===== src/rtl/sensor_temp_clasificador.sv =====
// sensor_temp_clasificador
// Reads an 8-bit temperature from a serial ADC over a 3-wire link, validates
// the 16-bit frame and classifies the reading against a low-temperature
// threshold with hysteresis and N-sample confirmation. The result selects the
// mem_T_baja pattern (adress: 0 = normal, 1 = low temperature).
//
// Ports:
//   clk            system clock
//   reset_n        synchronous reset, active-low
//   habilitar      1 = run conversions continuously
//   miso           ADC serial data
//   cs_n           ADC chip select, active-low
//   sclk           ADC serial clock
//   adress         classification; 1 = low temperature
//   temp_valor     last valid temperature
//   muestra_lista  one-clk pulse per valid frame
//   error_trama    sticky malformed-frame flag
//
// state  | meaning
// IDLE   | cs_n high, waiting for habilitar
// SETUP  | cs_n low, sclk low for CLK_DIV clks before the first edge
// SHIFT  | 32 sclk half-periods, miso captured on each rising edge
// CIERRE | one clk, cs_n high, frame checked and classification updated
// ESPERA | GAP clks of idle, cs_n high
module sensor_temp_clasificador #(
  parameter int unsigned CLK_DIV   = 4,
  parameter int unsigned GAP       = 50,
  parameter logic [7:0]  T_LOW     = 8'd20,
  parameter logic [7:0]  HYST      = 8'd3,
  parameter int unsigned N_CONFIRM = 3
) (
  input  logic       clk,
  input  logic       reset_n,
  input  logic       habilitar,
  input  logic       miso,
  output logic       cs_n,
  output logic       sclk,
  output logic       adress,
  output logic [7:0] temp_valor,
  output logic       muestra_lista,
  output logic       error_trama
);

  localparam int unsigned TMAX = (CLK_DIV > GAP) ? CLK_DIV : GAP;
  localparam int TW = $clog2(TMAX + 1);

  typedef enum logic [2:0] {IDLE, SETUP, SHIFT, CIERRE, ESPERA} state_t;

  state_t        state, state_next;
  logic [TW-1:0] timer;
  logic [5:0]    edges;
  logic [15:0]   frame;
  logic [3:0]    conf_cnt;

  logic          tc;
  logic          closing;
  logic          frame_ok;
  logic [7:0]    temp_new;
  logic [8:0]    exit_thr;
  logic          qualifies;

  assign tc       = (timer == '0);
  // Frame is complete once the 32nd half-period (16th falling edge) ends.
  assign closing  = (state == SHIFT) && (state_next == CIERRE);
  assign frame_ok = (frame[15:12] == 4'h0) && (frame[3:0] == 4'h0);
  assign temp_new = frame[11:4];
  // Exit threshold in 9 bits so T_LOW+HYST never wraps.
  assign exit_thr = {1'b0, T_LOW} + {1'b0, HYST};
  assign qualifies = adress ? ({1'b0, temp_new} >= exit_thr)
                            : (temp_new < T_LOW);

  always_ff @(posedge clk) begin
    if (!reset_n) state <= IDLE;
    else          state <= state_next;
  end

  always_comb begin
    state_next = state;
    unique case (state)
      IDLE:    if (habilitar) state_next = SETUP;
      SETUP:   if (tc) state_next = SHIFT;
      SHIFT:   if (tc && edges == 6'd31) state_next = CIERRE;
      CIERRE:  state_next = ESPERA;
      ESPERA:  if (tc) state_next = habilitar ? SETUP : IDLE;
      default: state_next = IDLE;
    endcase
  end

  always_ff @(posedge clk) begin
    if (!reset_n) begin
      cs_n          <= 1'b1;
      sclk          <= 1'b0;
      adress        <= 1'b0;
      temp_valor    <= 8'd0;
      muestra_lista <= 1'b0;
      error_trama   <= 1'b0;
      timer         <= '0;
      edges         <= '0;
      frame         <= '0;
      conf_cnt      <= '0;
    end else begin
      muestra_lista <= 1'b0;
      // cs_n follows the state being entered so it is aligned with it.
      cs_n <= !((state_next == SETUP) || (state_next == SHIFT));

      // Down-counter reloaded on every state change and every sclk toggle.
      if (state != state_next)
        timer <= (state_next == ESPERA) ? TW'(GAP - 1) : TW'(CLK_DIV - 1);
      else if (!tc)
        timer <= timer - 1'b1;
      else if (state == SHIFT)
        timer <= TW'(CLK_DIV - 1);

      if (state == SETUP) begin
        sclk  <= 1'b0;
        edges <= '0;
      end else if (state == SHIFT && tc) begin
        sclk  <= ~sclk;
        edges <= edges + 6'd1;
        if (!sclk) frame <= {frame[14:0], miso};
      end

      if (closing) begin
        if (frame_ok) begin
          temp_valor    <= temp_new;
          muestra_lista <= 1'b1;
          if (qualifies) begin
            if (conf_cnt == 4'(N_CONFIRM - 1)) begin
              adress   <= ~adress;
              conf_cnt <= '0;
            end else begin
              conf_cnt <= conf_cnt + 4'd1;
            end
          end else begin
            conf_cnt <= '0;
          end
        end else begin
          error_trama <= 1'b1;
        end
      end
    end
  end

endmodule


===== config.mk =====
export PLATFORM = sky130hd
export DESIGN_NAME = sensor_temp_clasificador
export DESIGN_NICKNAME = d
export VERILOG_FILES = /design/src/rtl/sensor_temp_clasificador.sv
export SDC_FILE = /design/constraint.sdc
export NUM_CORES = 1
export LEC_CHECK = 0
export ABC_AREA = 1
export BUFFER_PORTS_ARGS = -buffer_cell sky130_fd_sc_hd__buf_2
export CORE_ASPECT_RATIO = 0.7
export CORE_MARGIN = 2
export CORE_UTILIZATION = 35
export DETAILED_ROUTE_END_ITERATION = 8
export GPL_TIMING_DRIVEN = 0
export SYNTH_ARGS = -nofsm -noshare
export SYNTH_HDL_FRONTEND = slang
export SYNTH_SLANG_ARGS = --single-unit

===== constraint.sdc =====
create_clock -name clk -period 2.05 [get_ports clk]
set_clock_uncertainty 0.2 [all_clocks]
set_input_delay 0 -clock clk [delete_from_list [all_inputs] [get_ports clk]]
set_output_delay 0 -clock clk [all_outputs]
set_load 0.005 [all_outputs]

==> summary.md <==
| Metric | Value |
|---|---|
| GRT Residual Overflow | 0 |
| Routed WL | 4520 µm |
| Die Y | 69.6 µm |
| Hold path start | frame[15] |
| Minimum clock period | 1930 ps |
| Layout area overhead | 17.0% |
| Share of layout cells above drive strength 1 | 20.2% |
| Final period util | 94.0% |
| CP arrival | 1920 ps |
| Mapped Nets | 275 |
| CTS sink cnt | 48 |
| CP bufs+invs | 3 |
| Slowest CP cell | dfxtp_2 |
| Die Span X | 97.8 µm |
| Post-Place Worst Slack | -135 ps |
| Initial DRC count | 82 |
| Clock power share | 20.3% |
| R2R Path Start | timer[1] |
| Sw Share | 36.9% |
| Comb power frac | 37.4% |
| Clock Root Buffer | clkbuf_8 |
| Number of global-route vias before repair | 1,675 |
| Worst VDD drop | 0.000406 V |
| Critical Path Start | timer[1] |
| Nets | 305 |
| # rows | 23 |
| Outcome | completed |
| Hpwl dp | 3190 µm |
| Sequential Power Share | 42.2% |
| Ys Warns | 0 |
| Netlist Area Pre-Place | 2150 µm² |
| PortBufs | 16 |
| First-pass GRT wire length | 7610 µm |
| Clock latency at the later pin of the worst-skew pair | 300 ps |
| # setup viols final | 0 |
| Initial antenna violation count | 0 |
| CP endpoint kind | flip-flop |
| DR vias/cell | 4.82 |
| Max Fclk | 519 MHz |
| Worst Hold Class | flip-flop to flip-flop |
| GRT Util Overall | 13.6% |
| Final core occ | 43.1% |
| Critical path class | flip-flop to flip-flop |
| Core area | 5840 µm² |
| Die area | 6810 µm² |
| Worst-margin pin slew | 526 ps |
| Largest net degree at the start of global routing | 15 |
| Setup ws final | 124 ps |
| Cts bufs inserted | 5 |
| Final-report hold violation count | 0 |
| CP Launch Type | flip-flop |
| # diodes | 0 |
| Post-DP Area | 2330 µm² |
| Worst path max stage delay | 340 ps |
| Commonest non-fill, non-tap cell in the layout | dfxtp_1 |
| Yosys reg bits | 48 |
| Worst Hold Margin | 260 ps |
| Ports | 17 |
| Post-DR wirelength/cell | 12.1 µm |
| Slew HR | 64.9% |
| GP Congestion | 0.824 |
| Drt drc | 0 |
| Max_cap viols | 0 |
| Syn Area/Cell | 8.06 µm² |
| Worst endpoint required time | 2050 ps |
| Internal power | 1.69 mW |
| CTS tree | done |
| Internal reg-to-reg setup slack | 120 ps |
| Pleak | 1.04 nW |
| Max-slew violations | 0 |
| Final instance area | 2520 µm² |
| Clk slew on worst S/H paths | 90 ps |
| Most frequent cells in the layout | dfxtp_1 (46), inv_1 (32), nand2_1 (28), a21oi_1 (25), nor2_1 (21) |
| Clock Tree Buf Depth | 2 |
| Switch Pwr | 0.990 mW |
| Vias | 1,792 |
| Cell repeated most along the worst path | nand2_2 |
| Drt first pass iters | 4 |
| Netlist cell types | 37 |
| PwrDens | 1060 nW/µm² |
| Post-Syn Instances | 267 |
| Top delay family on crit path | simple AND/OR/NAND/NOR gates |
| Crit-path max FO | 6 |
| Total Power | 2.68 mW |
| H-tree levels | 2 |
| Antenna viol nets, final | 0 |
| Register area share after synthesis | 44.6% |
| Starting Density | 36.9% |
| Worst path cell trace | inv_1, ha_4, nand2_2, nor2_4, nand2_4, inv_4, nand2_2, nor4_4, buf_4, a31oi_1 |
==> worst register-to-register path, cell delays in order (launching register included) <==
cell	delay, ps
dfxtp_2	340
inv_1	90
ha_4	160
nand2_2	80
nor2_4	180
nand2_4	90
inv_4	90
nand2_2	90
nor4_4	230
buf_4	210
a31oi_1	80
==> cell families (layout without fill, tap and decap cells) <==
kind of cell,after synthesis,in the layout,share of synthesized area (%)
and+or+nand+nor,87,87,20.7
AOI/OAI and AO/OA,71,71,18.5
DFF,48,48,44.6
buffers and inverters,48,78,10.2
xor gates and xnor gates,9,9,3.66
adders and majority gates,4,4,2.32
==> per-stage QoR <==
step                      cells  TNS (ps)
final                       372         0
after global routing        372     -31.1
after CTS                   369     -1.86
after detailed placement    358      -903
after global placement      358      -652
after floorplan             267         0
==> cell type report <==
cell class | instances | area, µm²
clock inverter | 2 | 12.5
multi-input combinational | 171 | 1010
timing repair buffer | 23 | 144
buffer | 10 | 75.1
inverter | 38 | 148
clock buffer | 5 | 68.8
tap | 75 | 93.8
sequential | 48 | 963
fill | 603 | 3320
==> timing repair <==
| action | CTS | global route |
|---|---|---|
| cloned | 0 | 1 |
| setup endpoints to repair | 11 | 37 |
| hold buffers | 3 | 0 |
| gates resized for setup | 0 | 15 |
| setup buffers | 1 | 2 |
| pin swaps | 1 | 4 |
| hold endpoints to repair | 3 | 0 |
==> sequential cells by signal, indices dropped and copies added, names as in the netlist <==
| signal | cells |
|---|---|
| cs_n | 1 |
| timer | 6 |
| error_trama | 1 |
| adress | 1 |
| temp_valor | 8 |
| edges | 6 |
| state | 3 |
| conf_cnt | 4 |
| sclk | 1 |
| frame | 16 |
| muestra_lista | 1 |
==> synth_stat cells <==
| library cell | instances | share of area, % |
|---|---|---|
| xnor2_1 | 2 | 0.81 |
| a21oi_1 | 25 | 5.8 |
| nand4_1 | 3 | 0.87 |
| nand3_1 | 11 | 2.6 |
| or2_2 | 1 | 0.29 |
| a31oi_1 | 9 | 2.6 |
| nor3_2 | 1 | 0.46 |
| nor2_4 | 1 | 0.52 |
| a211o_1 | 1 | 0.41 |
| and2_4 | 1 | 0.41 |
| nand2_1 | 29 | 5.1 |
| nor3_4 | 1 | 0.76 |
| a211oi_1 | 1 | 0.35 |
| nor3_1 | 8 | 1.9 |
| nand3_4 | 1 | 0.81 |
| ha_1 | 4 | 2.3 |
| clkbuf_1 | 5 | 0.87 |
| o211ai_1 | 1 | 0.35 |
| o21ai_1 | 17 | 4.0 |
| dfxtp_1 | 48 | 45 |
| o211a_1 | 1 | 0.46 |
| o21ai_0 | 10 | 2.3 |
| xor2_1 | 7 | 2.8 |
| inv_2 | 4 | 0.70 |
| inv_1 | 33 | 5.8 |
| nor4_4 | 1 | 0.99 |
| clkinv_2 | 1 | 0.23 |
| nand2_2 | 3 | 0.87 |
| buf_6 | 5 | 2.6 |
| or2_1 | 1 | 0.29 |
| o21bai_1 | 1 | 0.35 |
| a22oi_1 | 1 | 0.35 |
| nor2_1 | 21 | 3.7 |
| o21ai_2 | 3 | 1.2 |
| nor3b_1 | 2 | 0.70 |
| nor2_2 | 2 | 0.58 |
| o21a_1 | 1 | 0.35 |
==> power groups by stage <==
stage	logic, mW	clock network (mW)	registers (mW)
after global routing	1.14	0.598	1.15
after floorplan	0.709	0	1.13
final	1.00	0.546	1.13
after global placement	0.853	0	1.14
after CTS	0.869	0.568	1.12
after detailed placement	0.863	0	1.14
==> metal layers <==
metal  global-route usage (%)  up-vias  share of wire [%]
li1                         -      946                  -
met3                     3.73        5                3.3
met4                     4.32        0               0.97
met2                     19.9       20                 42
met5                        0        -                  0
met1                     19.4      821                 54
==> worst paths after layout <==
path | end | cells past startpoint
max reg2reg | temp_valor[0] | 10
max | temp_valor[0] | 10
min | frame[15] | 2
min reg2reg | frame[15] | 2
(Power assumes the default switching activity.)
